File: src/rtl/sincos_pkg.sv
// Shared constants and tag types for the sincos request scheduler.
package sincos_pkg;

  localparam int SC_N_REQ   = 4;
  localparam int SC_WIDTH   = 27;
  localparam int SC_LATENCY = 27;
  localparam int ID_W       = (SC_N_REQ > 1) ? $clog2(SC_N_REQ) : 1;

  typedef logic [ID_W-1:0] id_t;

  // One tag per pipeline slot: v marks real work, id names the requester it belongs to.
  typedef struct packed {
    logic v;
    id_t  id;
  } tag_t;

endpackage

File: src/rtl/rr_arbiter.sv
// Round-robin arbiter: combinational one-hot grant searched from a registered pointer.
module rr_arbiter #(
  parameter int N_REQ = 4
) (
  input  logic                     clk,
  input  logic                     reset_n,
  input  logic [N_REQ-1:0]         req,
  input  logic                     advance,
  output logic [N_REQ-1:0]         gnt,
  output logic [$clog2(N_REQ)-1:0] gnt_id
);

  localparam int GW = $clog2(N_REQ);

  logic [GW-1:0] ptr;
  int            idx;
  logic          found;

  // Walk the requesters starting at the pointer, wrapping around, and grant the first one asserting req.
  always_comb begin
    gnt    = '0;
    gnt_id = '0;
    found  = 1'b0;
    idx    = 0;
    for (int k = 0; k < N_REQ; k++) begin
      idx = int'(ptr) + k;
      if (idx >= N_REQ) begin
        idx = idx - N_REQ;
      end
      if (!found && req[idx]) begin
        found    = 1'b1;
        gnt[idx] = 1'b1;
        gnt_id   = GW'(idx);
      end
    end
  end

  // After a grant the pointer moves just past the winner so it has lowest priority next time.
  always_ff @(posedge clk) begin
    if (!reset_n) begin
      ptr <= '0;
    end else if (advance) begin
      ptr <= (int'(gnt_id) == N_REQ - 1) ? '0 : gnt_id + GW'(1);
    end
  end

endmodule

File: src/rtl/sincos_sched.sv
// Shares one fixed-latency sincos core between several requesters.
// Issues at most one angle per cycle, tracks each issue with a tag that moves
// in lock-step with the core, and steers each result back to its requester.
module sincos_sched
  import sincos_pkg::*;
#(
  parameter int N_REQ   = SC_N_REQ,
  parameter int WIDTH   = SC_WIDTH,
  parameter int LATENCY = SC_LATENCY
) (
  input  logic                   clk,
  input  logic                   reset_n,
  input  logic [N_REQ-1:0]       req_valid,
  input  logic [N_REQ*WIDTH-1:0] req_angle,
  output logic [N_REQ-1:0]       req_ready,
  output logic [N_REQ-1:0]       rsp_valid,
  output logic [WIDTH-1:0]       rsp_sin,
  output logic [WIDTH-1:0]       rsp_cos,
  output logic                   cs_en,
  output logic [WIDTH-1:0]       cs_angle,
  input  logic [WIDTH-1:0]       cs_sin,
  input  logic [WIDTH-1:0]       cs_cos,
  output logic                   busy
);

  localparam int GW = $clog2(N_REQ);

  logic [N_REQ-1:0] arb_req;
  logic [N_REQ-1:0] gnt;
  logic [GW-1:0]    gnt_id;
  logic             transfer;
  logic [WIDTH-1:0] sel_angle;

  tag_t             issue_tag;
  tag_t             tag_pipe [LATENCY+1];
  tag_t             out_tag;
  logic [LATENCY:0] pipe_v_next;
  logic             en_next;
  logic             any_tag_v;

  // Nothing is granted while reset is held, so no requester sees a transfer then.
  assign arb_req   = reset_n ? req_valid : '0;
  assign req_ready = gnt;
  assign transfer  = |gnt;

  rr_arbiter #(
    .N_REQ (N_REQ)
  ) u_arb (
    .clk     (clk),
    .reset_n (reset_n),
    .req     (arb_req),
    .advance (transfer),
    .gnt     (gnt),
    .gnt_id  (gnt_id)
  );

  // Pick the winning requester's angle off the flat input bus.
  always_comb begin
    sel_angle = req_angle[int'(gnt_id)*WIDTH +: WIDTH];
  end

  // Issue stage: the angle register feeding the core plus the tag travelling with it.
  always_ff @(posedge clk) begin
    if (!reset_n) begin
      cs_angle  <= '0;
      issue_tag <= '0;
    end else begin
      issue_tag.v  <= transfer;
      issue_tag.id <= id_t'(gnt_id);
      if (transfer) begin
        cs_angle <= sel_angle;
      end
    end
  end

  // Tag shift register, advanced only with the core so each tag meets its own result.
  always_ff @(posedge clk) begin
    if (!reset_n) begin
      for (int s = 0; s <= LATENCY; s++) begin
        tag_pipe[s] <= '0;
      end
    end else if (cs_en) begin
      tag_pipe[0] <= issue_tag;
      for (int s = 1; s <= LATENCY; s++) begin
        tag_pipe[s] <= tag_pipe[s-1];
      end
    end
  end

  // Look ahead at where the valid bits will be after this edge to decide if the core must run next cycle.
  always_comb begin
    pipe_v_next = '0;
    any_tag_v   = 1'b0;
    for (int s = 0; s <= LATENCY; s++) begin
      pipe_v_next[s] = tag_pipe[s].v;
      any_tag_v      = any_tag_v | tag_pipe[s].v;
    end
    if (cs_en) begin
      pipe_v_next[0] = issue_tag.v;
      for (int s = 1; s <= LATENCY; s++) begin
        pipe_v_next[s] = tag_pipe[s-1].v;
      end
    end
    en_next = transfer | (|pipe_v_next);
  end

  // Core enable is registered; it stays high until the last valid tag has been shifted out.
  always_ff @(posedge clk) begin
    if (!reset_n) begin
      cs_en <= 1'b0;
    end else begin
      cs_en <= en_next;
    end
  end

  assign out_tag = tag_pipe[LATENCY];

  // Capture the core result when the output tag is valid; the data bus holds between results.
  always_ff @(posedge clk) begin
    if (!reset_n) begin
      rsp_valid <= '0;
      rsp_sin   <= '0;
      rsp_cos   <= '0;
    end else begin
      rsp_valid <= '0;
      if (out_tag.v) begin
        rsp_valid[out_tag.id] <= 1'b1;
        rsp_sin               <= cs_sin;
        rsp_cos               <= cs_cos;
      end
    end
  end

  assign busy = any_tag_v | issue_tag.v | (|rsp_valid);

endmodule

File: config.mk
export PLATFORM = sky130hd
export DESIGN_NAME = sincos_sched
export DESIGN_NICKNAME = d
export VERILOG_FILES = /design/src/rtl/sincos_pkg.sv /design/src/rtl/rr_arbiter.sv /design/src/rtl/sincos_sched.sv
export SDC_FILE = /design/constraint.sdc
export NUM_CORES = 1
export LEC_CHECK = 0
export ABC_AREA = 1
export CORE_ASPECT_RATIO = 0.9
export CORE_MARGIN = 8
export CORE_UTILIZATION = 48
export CTS_BUF_LIST = sky130_fd_sc_hd__clkbuf_4
export DETAILED_ROUTE_END_ITERATION = 10
export PLACE_DENSITY = 0.85
export SYNTH_ARGS = -nofsm -noshare
export SYNTH_HDL_FRONTEND = slang
export SYNTH_HIERARCHICAL = 1
export SYNTH_SLANG_ARGS = --single-unit
File: constraint.sdc
create_clock -name clk -period 4.25 [get_ports clk]
set_input_delay 0.6375 -clock clk [delete_from_list [all_inputs] [get_ports clk]]
set_output_delay 0.6375 -clock clk [all_outputs]
set_load 0.03 [all_outputs]
### After elaboration in Yosys (flattened, before gate mapping)

Memories as Yosys holds them, arrays and structs flattened.
Cells that the tools add are included.

* register bits after elaboration: 91
* bits in writable memories: 84
* input bits: 168
* output and inout bits: 91
* memories kept: 1
* word-level logic and storage cells: 182

* eq/ne operators: 1
* multiply operators: 1
* reduce and logical (&&, ||, !) cells: 15
* shifts and indexed selects: 1
* muxes and demuxes: 72
* bitwise gates (word level): 61
* $add $sub $neg: 8
* order comparisons: 14

Memories
* tag_pipe: depth 28, bits a word 3, read ports 28, clocked after Yosys merged registers in 0, wr ports 28, line sincos_sched.sv:35 `tag_t tag_pipe [LATENCY+1];`

Operators with widths (number)
* 32-bit by 1-bit >= comparator with 1-bit output (second input constant): 4
* 32-bit by 4-bit less-than comparator with 1-bit output (second input constant): 4
* 32-bit 2-to-1 mux: 4
* 108-bit by 8-bit variable part select with 27-bit output: 1
* 32-bit by 4-bit >= comparator with 1-bit output (second input constant): 3
* 32-bit by 4-bit subtractor with 32-bit output (second input constant): 3
* 3-bit 2-to-1 mux: 28
* 1-bit OR: 58
* 28-bit 2-to-1 mux: 1
* 28-bit OR reduction: 1
* 1-bit 2-to-1 mux: 20
* 4-bit 2-to-1 mux: 5
* 4-bit OR: 3
* 1-bit demux with 2-bit select: 5
* 2-bit 2-to-1 mux: 5
* 1-bit binary-select mux with 2-bit select: 4
* 1-bit logical AND: 8
* 4-bit OR reduction: 2
* 2-bit by 5-bit multiplier with 7-bit output (second input constant): 1
* 2-bit by 2-bit adder with 3-bit output (second input constant): 2
* 2-bit by 3-bit subtractor with 4-bit output (second input constant): 1
* 2-bit by 1-bit adder with 3-bit output (second input constant): 1
* 2-bit by 3-bit >= comparator with 1-bit output (second input constant): 1
* 1-bit logical NOT: 3
* other kinds (5): 5

### Depth between registers and ports, before layout

Gate-level depths: netlist of the first run.
An unclocked memory read counts as a cell.

* word-level depth: 30
* gate-level depth with buffers: 21
* depth with buffers taken out: 17

### By module

The synthesis of the first run kept the hierarchy.

Modules (own cells, without submodules)
* sincos_sched: times used 1, sequential area each 4304.1 µm², area each 7390.8 µm², cells an instance 891
* rr_arbiter: times used 1, sequential area each 40.0 µm², area each 561.8 µm², cells an instance 87

### Least setup slack after synthesis of the first run

Ideal clock, no wire load.

* kind: input port to flip-flop
* start point: in reset_n
* end point: mem tag_pipe[0][0] (netlist name) (enable)
* slack: 1.049 ns
* path buffers: 2
* stages: 3
* data required time: 3.423 ns
* data arrival time: 2.374 ns
* library setup time: 0.827 ns
* cells stage by stage: buf_2 buf_2 nand2_1

RTL lines
* start, declared: line sincos_sched.sv:12 `input logic reset_n,`
* end, declared: line sincos_sched.sv:35

### Worst setup path in the final report of the first run

* start point: reg u_arb.ptr[1]
* end point: out req_ready[0]

* word-level cells in the longest chain between the ends: 15
* elaborated cells between the ends (all ways): 63
* those cells by class: add/sub: 7; order compare: 12; mux: 31; bitwise: 3; reduce/logical: 10

RTL lines
* start, declared: line rr_arbiter.sv:15 `logic [GW-1:0] ptr;`
* start signal, assigned: line rr_arbiter.sv:43 `ptr <= (int'(gnt_id) == N_REQ - 1) ? '0 : gnt_id + GW'(1);`
* branches (longest 14 deep; another with 32-bit by 4-bit subtractor with 32-bit output)
* 4-bit 2-to-1 mux (*): line rr_arbiter.sv:30 `if (!found && req[idx]) begin`
* end, declared: line sincos_sched.sv:15 `output logic [N_REQ-1:0] req_ready,`

Every way passes the cells marked *. The select of a mux whose other input is x is not followed.

==> results of run 1 <==
## synth_stat cells
cell and n:
o21bai_1 27, edfxtp_1 84, inv_2 7, nand3_2 3
dfxtp_1 91, o21ai_0 97, buf_6 9, a21oi_2 2
or2_2 1, nor2_4 1, nand2_2 9, clkbuf_2 2
inv_1 129, o21ai_1 40, ha_1 9, nand4_1 7
buf_2 18, a21oi_1 4, nor3_1 7, inv_8 1
nor2_1 293, buf_4 4, nand2_1 103, nand4_2 1
clkbuf_1 18, nand2_4 2, nand3_1 9
## cell type report
cell class | instances | area, um^2 | share of cell area
Timing Repair Buffer | 267 | 2650 | 0.244
Tap cell | 207 | 259 | 0.0239
Inverter | 137 | 522 | 0.0481
Clock inverter | 13 | 126 | 0.0117
Clock buffer | 19 | 143 | 0.0132
Sequential cell | 175 | 4340 | 0.401
Multi-Input combinational cell | 615 | 2800 | 0.258
## power by group through the flow
stage          Combinational [W]  Sequential, W  Clock, W
2_1_floorplan            0.00218        0.00243         0
3_3_place_gp             0.00327        0.00215         0
3_5_place_dp             0.00332        0.00215         0
4_1_cts                  0.00333        0.00212  0.000949
5_1_grt                  0.00372        0.00215   0.00102
6_report                 0.00332        0.00212  0.000917
## worst max-delay path by stage
stage                     depth (start not counted)                 startpoint  slack [ns]                            to
after global placement                           12               req_valid[0]        0.92                  req_ready[2]
final                                            10  u_arb/ptr[1]$_SDFFE_PN0P_        0.41                  req_ready[0]
after global routing                             10  u_arb/ptr[1]$_SDFFE_PN0P_        0.18                  req_ready[0]
after CTS                                        10  u_arb/ptr[1]$_SDFFE_PN0P_        0.37                  req_ready[0]
after floorplan                                   3                    reset_n        1.05  tag_pipe[0][0]$_SDFFCE_PN0P_
after detailed placement                         17               req_valid[0]        0.89     cs_angle[20]$_SDFFE_PN0P_
## layer usage
metal / wire length [um] / vias up / track usage
li1: - / 3545 / -
met1: 9140 / 3219 / 0.246
met2: 9930 / 286 / 0.325
met3: 1950 / 52 / 0.0718
met4: 702 / 0 / 0.0845
met5: 0 / - / 0
## per-stage QoR
stage	utilization	worst slack, ns	total power, W	hold slack (ns)
2_1_floorplan	-	1.05	0.00460	0.442
3_3_place_gp	0.653	0.921	0.00542	0.478
3_5_place_dp	0.653	0.892	0.00548	0.485
4_1_cts	0.670	0.370	0.00640	0.442
5_1_grt	0.670	0.176	0.00688	0.465
6_report	0.670	0.411	0.00636	0.509
## worst reg2reg max path, stage by stage (launching register included)
cell and delay (ns):
dfxtp_1 0.52, inv_1 0.24, ha_1 0.39, inv_1 0.14, nand3_2 0.12, nand2_2 0.12, nor2_4 0.07, nor2_1 0.09
nand2_1 0.07, nand2_2 0.09, inv_1 0.07, buf_4 0.21, inv_2 0.61, o21ai_1 0.22, nand2_1 0.11, o21bai_1 0.06
inv_1 0.07
## kinds of logic after synthesis
| logic type | count (synthesis) |
|---|---|
| and+or+nand+nor | 436 |
| buffers and inverters | 188 |
| adders and majority gates | 9 |
| AOI/OAI and AO/OA | 170 |
| DFF | 175 |
## registers in the layout (all words and copies together) (netlist names)
signal     flops
rsp_sin       27
issue_tag      3
u_arb/ptr      2
cs_angle      27
rsp_cos       27
cs_en          1
tag_pipe      84
rsp_valid      4
==> summary.txt, run 1 <==
vias in the first global route: 7008
worst r2r src: u_arb/ptr[1]$_SDFFE_PN0P_
WP data arrival: 3.20 ns
Setup crit start kind: flip-flop
core region area: 0.0162 mm^2
Reg-to-Reg End: cs_angle[19]$_SDFFE_PN0P_
WL final: 21700 um
CP most frequent cell: inv_1
most frequent cells in the layout: nor2_1, clkdlybuf4s50_1, inv_1, nand2_1, o21ai_0
largest family of logic cells by synthesized area: simple AND/OR/NAND/NOR gates
syn_nets: 1155
Switching Fraction: 0.444
RSZ-0062 raised after global routing: no
final setup vio count: 0
clock share of power: 0.144
Placed Cells: 1401
number of diodes: 0
Starting Density: 0.491
worst hold path class: primary input to flip-flop
postcts setup bufs: 0
CTS tree: built
root buffer cell: clkbuf_4
Slew headroom: 0.297
Crit-path slowest cell: clkdlybuf4s50_1
Yosys top cell by area: edfxtp_1
Filler cells: 1336
Post-Syn Area: 0.00795 mm^2
Post-Synthesis Cells: 978
first-pass GRT wire length: 34600 um
critical-path cell list: inv_1 -> ha_1 -> inv_1 -> nand3_2 -> nand2_2 -> nand4_2 -> inv_2 -> nand2_1 -> nand4_1 -> clkdlybuf4s50_1
DR DRC count: 0
sequential-to-total area share from yosys stat: 0.546
Max stage delay on crit path: 0.69 ns
WHS Endpoint: rsp_sin[1]$_SDFFE_PN0P_
Finished Layout Cells: 1433
setup TNS: 0 ns
Static Leakage: 4.87 nW
Clock Pin Slew Worst Setup and Hold Paths: 0.15 ns
CTS Buf Count: 17
largest net degree at the start of global routing: 87
input/output buffers: 258
period utilization: 0.903
FF+latch count, synth: 175
Max-Cap Viols: 0
Reg2Reg Depth: 16
GR Overflow Total: 0
drt via density: 4.96
clk sinks: 175
worst vdd ir: 0.000408 V
most common cell after layout, fill and taps aside: nor2_1
CTS Buffer Depth: 2
critical hold path startpoint: reset_n
via count: 7102
DRC marker count from the first detailed-route iteration: 473
worst skew pair latency: 0.54 ns
Die Span X: 152 um
RD Place Congestion: 0.931
Area Growth Syn to Fin: 36.3%
CP required: 3.61 ns
post-CTS sizing: 0
post-synthesis adder-cell area fraction: 0.0142
Post-Synth XOR/XNOR Area: 0
share of cells above drive strength 1: 0.0571
Synth Area in Compound Gates: 0.116
Hold Path Stages: 3
internal cell power: 0.00353 W
CP endpoint kind: output port
FP Rows: 44
Max Freq: 0.260 GHz
clock skew: 0.0163 ns
Switch Pwr: 0.00283 W
H-tree depth: 4
placed cell areas: 0.0106 mm^2
top cell type's share of synthesized area: 0.317
synthesis warning total: 6
critical path fanouts, max: 8
top cells by area, synth: edfxtp_1, dfxtp_1, nor2_1
Hold Vio Cnt, Final: 0
die area: 0.0209 mm^2
initial antenna violation count: 0
fin. max-slew vios: 0
Slew @ Worst Pin: 1.05 ns
num ports: 259
cts hold-fix bufs: 0
Post-Synth Simple-Gate Area: 0.220
Pre-antenna DRT Iters: 5
outcome: completed
proportion of synthesized area in mux cells: 0
synth unique cells: 27
post-route cell area: 0.0108 mm^2
ANT nets after route: 0
Post-Syn Area per Cell: 8.13 um^2
All-Layer GR Usage: 0.205
power per standard cell area: 587 mW/mm^2
crit path buf inv count: 4
part of the power in registers: 0.334
die height: 138 um
fin nets: 1390
r2r setup slk: 1.00 ns
Logic pwr share: 0.522
routed len/inst: 15.2 um
critical path type: flip-flop to output port
Final Critical Period: 3.84 ns
delay-heaviest family, CP: buffers and inverters
HPWL Detailed: 15700 um
No activity file was read; power rests on OpenSTA's default activity.
==> run 2: changes to the inputs <==
CORE_UTILIZATION = 49   (was 48)
SYNTH_HIERARCHICAL = default   (was 1)
==> run 2 against run 1 <==
Effect of this change:
- first-iteration DRC count grew 7.4%
- combinational power rose by 52%
- global-route usage grew 0.74 points
- cell area rose by 6.7%
- routed wire length rose by 7.9%
- sequential power increased by 22%
- clock skew grew 0.0084 ns
- setup slack got worse by 0.14 ns
- die area is 5.7% higher
- non-clock buffer count decreased by 2
- hold slack got worse by 0.013 ns
==> summary.txt, run 2 <==
outcome: completed
WHS Endpoint: u_arb.ptr[1]$_SDFFE_PN0P_
RD Place Congestion: 0.883 (-5.2%)
Max-Cap Viols: 0 (unchanged)
Finished Layout Cells: 1636 (+14%)
CTS Buf Count: 17 (unchanged)
H-tree depth: 4 (unchanged)
Die Span X: 156 um (+2.8%)
Setup crit start kind: flip-flop
crit path buf inv count: 3 (-1)
Starting Density: 0.495 (+0.00414)
first-pass GRT wire length: 37700 um (+9.0%)
All-Layer GR Usage: 0.212 (+0.00742)
via count: 7892 (+11%)
final setup margin: 0.274 ns (-0.137 ns)
Post-synth EDFFs: 84 (unchanged)
clk sinks: 175 (unchanged)
Async S/R FF share, synth: 0 (unchanged)
Largest register FFs: 84 (unchanged)
HPWL Detailed: 17100 um (+8.5%)
die height: 142 um (+2.8%)
GR Overflow Total: 0 (unchanged)
critical path type: flip-flop to output port
CTS Buffer Depth: 2 (unchanged)
share of cells above drive strength 1: 0.0503 (-0.00684)
Clock Pin Slew Worst Setup and Hold Paths: 0.14 ns (about the same)
Hold Path Stages: 3 (unchanged)
CP endpoint kind: output port
top_reg_cell synth: dfxtp_1
period utilization: 0.936 (+0.0323)
Pre-antenna DRT Iters: 6 (+1)
top cell type's share of synthesized area: 0.292 (-0.0253)
Yosys top cell by area: edfxtp_1
most common cell after layout, fill and taps aside: clkdlybuf4s50_1
WL final: 23400 um (+7.9%)
cell with the most instances after synthesis: inv_1
largest net degree at the start of global routing: 97 (+11%)
DR DRC count: 0 (unchanged)
Reg with most FFs: tag_pipe
Max stage delay on crit path: 0.71 ns (+0.02 ns)
routed len/inst: 14.3 um (-5.5%)
vias in the first global route: 7823 (+12%)
num ports: 259 (unchanged)
setup TNS: 0 ns (unchanged)
final setup vio count: 0 (unchanged)
syn_nets: 1333 (+15%)
Placed Cells: 1601 (+14%)
DP Worst Slack: 0.645 ns (-0.247 ns)
top post-synthesis cells by count: inv_1, nor2_1, nand2_1, nand3_1, dfxtp_1
die area: 0.0221 mm^2 (+5.7%)
Max Freq: 0.252 GHz (-3.5%)
RSZ-0062 raised after global routing: no
r2r setup slk: 1.10 ns (+0.10 ns)
Final Critical Period: 3.98 ns (+0.137 ns)
Post-Synthesis Cells: 1157 (+18%)
core region area: 0.0174 mm^2 (+7.7%)
critical-path cell list: inv_1 -> ha_1 -> inv_1 -> nand3_1 -> nand2_1 -> nand2_2 -> nor2_4 -> nand3_1 -> nand3_1 -> clkdlybuf4s50_1
DRC marker count from the first detailed-route iteration: 508 (+7.4%)
power per standard cell area: 748 mW/mm^2 (+27%)
Reg-to-Reg End: cs_angle[25]$_SDFFE_PN0P_
drt via density: 4.82 (-2.7%)
root buffer cell: clkbuf_4
Slew headroom: 0.243 (-0.0548)
initial antenna violation count: 3 (+3)
Post-Syn Area per Cell: 7.47 um^2 (-8.2%)
fin. max-slew vios: 0 (unchanged)
worst skew pair latency: 0.56 ns (+0.02 ns)
WP data arrival: 3.34 ns (+0.14 ns)
Slew @ Worst Pin: 1.14 ns (+0.0822 ns)
top cells by area, synth: edfxtp_1, dfxtp_1, inv_1
CP required: 3.61 ns (about the same)
delay-heaviest family, CP: buffers and inverters
FF+latch count, synth: 175 (unchanged)
critical path fanouts, max: 15 (+7)
clock skew: 0.0247 ns (+0.00842 ns)
worst vdd ir: 0.000531 V (+30%)
critical hold path startpoint: reset_n
Reg2Reg Depth: 14 (-2)
fin nets: 1556 (+12%)
Post-Syn Area: 0.00864 mm^2 (+8.7%)
synth unique cells: 28 (+3.7%)
CP most frequent cell: nand3_1
input/output buffers: 258 (unchanged)
Area Growth Syn to Fin: 33.8%
Static Leakage: 5.57 nW (+14%)
worst hold path class: primary input to flip-flop
most frequent cells in the layout: clkdlybuf4s50_1, inv_1, nor2_1, nand2_1, nand3_1
CTS tree: built
FP Rows: 46 (+4.5%)
Hold Vio Cnt, Final: 0 (unchanged)
synthesis warning total: 0 (-6)
Crit-path slowest cell: clkdlybuf4s50_1
sequential-to-total area share from yosys stat: 0.503 (-0.0435)
ANT nets after route: 0 (unchanged)
==> run 2: logic make-up after synthesis <==
group	Yosys count	synth area share
AO/OA/AOI/OAI	55	0.0321
adder cells (fa/ha/maj)	8	0.0116
buffers and inverters	298	0.142
flip-flops	175	0.503
AND/OR/NAND/NOR	621	0.311
==> run 2: final cells by class <==
class	count	area (um^2)
Clock buffer	17	128
Tap cell	240	300
Clock inverter	15	181
Antenna cell	3	7.51
Sequential cell	175	4350
Timing Repair Buffer	265	2630
Inverter	237	890
Fill cell	1457	5880
Multi-Input combinational cell	684	3070
==> run 2: metal layers <==
metal | vias to the layer above | share of wire | GRT usage
met4 | 0 | 0.023 | 0.0786
li1 | 3990 | - | -
met5 | - | 0 | 0
met2 | 322 | 0.49 | 0.365
met3 | 32 | 0.097 | 0.0814
met1 | 3548 | 0.39 | 0.234
==> run 2: worst max-delay path by stage <==
stage	startpoint	slack [ns]	cells after the start	to
5_1_grt	flip-flop	0.03	10	req_ready[0]
4_1_cts	flip-flop	0.23	10	req_ready[1]
3_3_place_gp	flip-flop	0.77	10	req_ready[1]
6_report	flip-flop	0.27	10	req_ready[1]
2_1_floorplan	reset_n	1.74	4	tag_pipe[0][0]$_SDFFCE_PN0P_
3_5_place_dp	flip-flop	0.65	10	req_ready[1]
==> run 2: tightest hold or removal path: cells and delay by family <==
| family | cells | cell delay, ns |
|---|---|---|
| buffers and inverters | 1 | 0.23 |
| and+or+nand+nor | 2 | 0.14 |
==> run 2: metrics by stage <==
stage               cell area [um^2]  hold WS, ns  power, W  utilization
finish                         11600        0.496   0.00864        0.663
global route                   11600        0.442   0.00936        0.663
CTS                            11500        0.442   0.00869        0.662
detailed placement             11200        0.478   0.00765        0.644
global placement               11200        0.451   0.00758        0.644
floorplan                       8640        0.442   0.00640            -
==> run 2: repair_timing <==
item                       4_1_cts  5_1_grt
setup buffers                    0        0
setup endpoints to repair        1        0
gates resized for setup          1        0
hold buffers                     0        0
==> run 2: where the power goes <==
group	switching, W	internal (W)
clock network	0.000593	0.000419
logic	0.00331	0.00173
registers	0.000232	0.00236
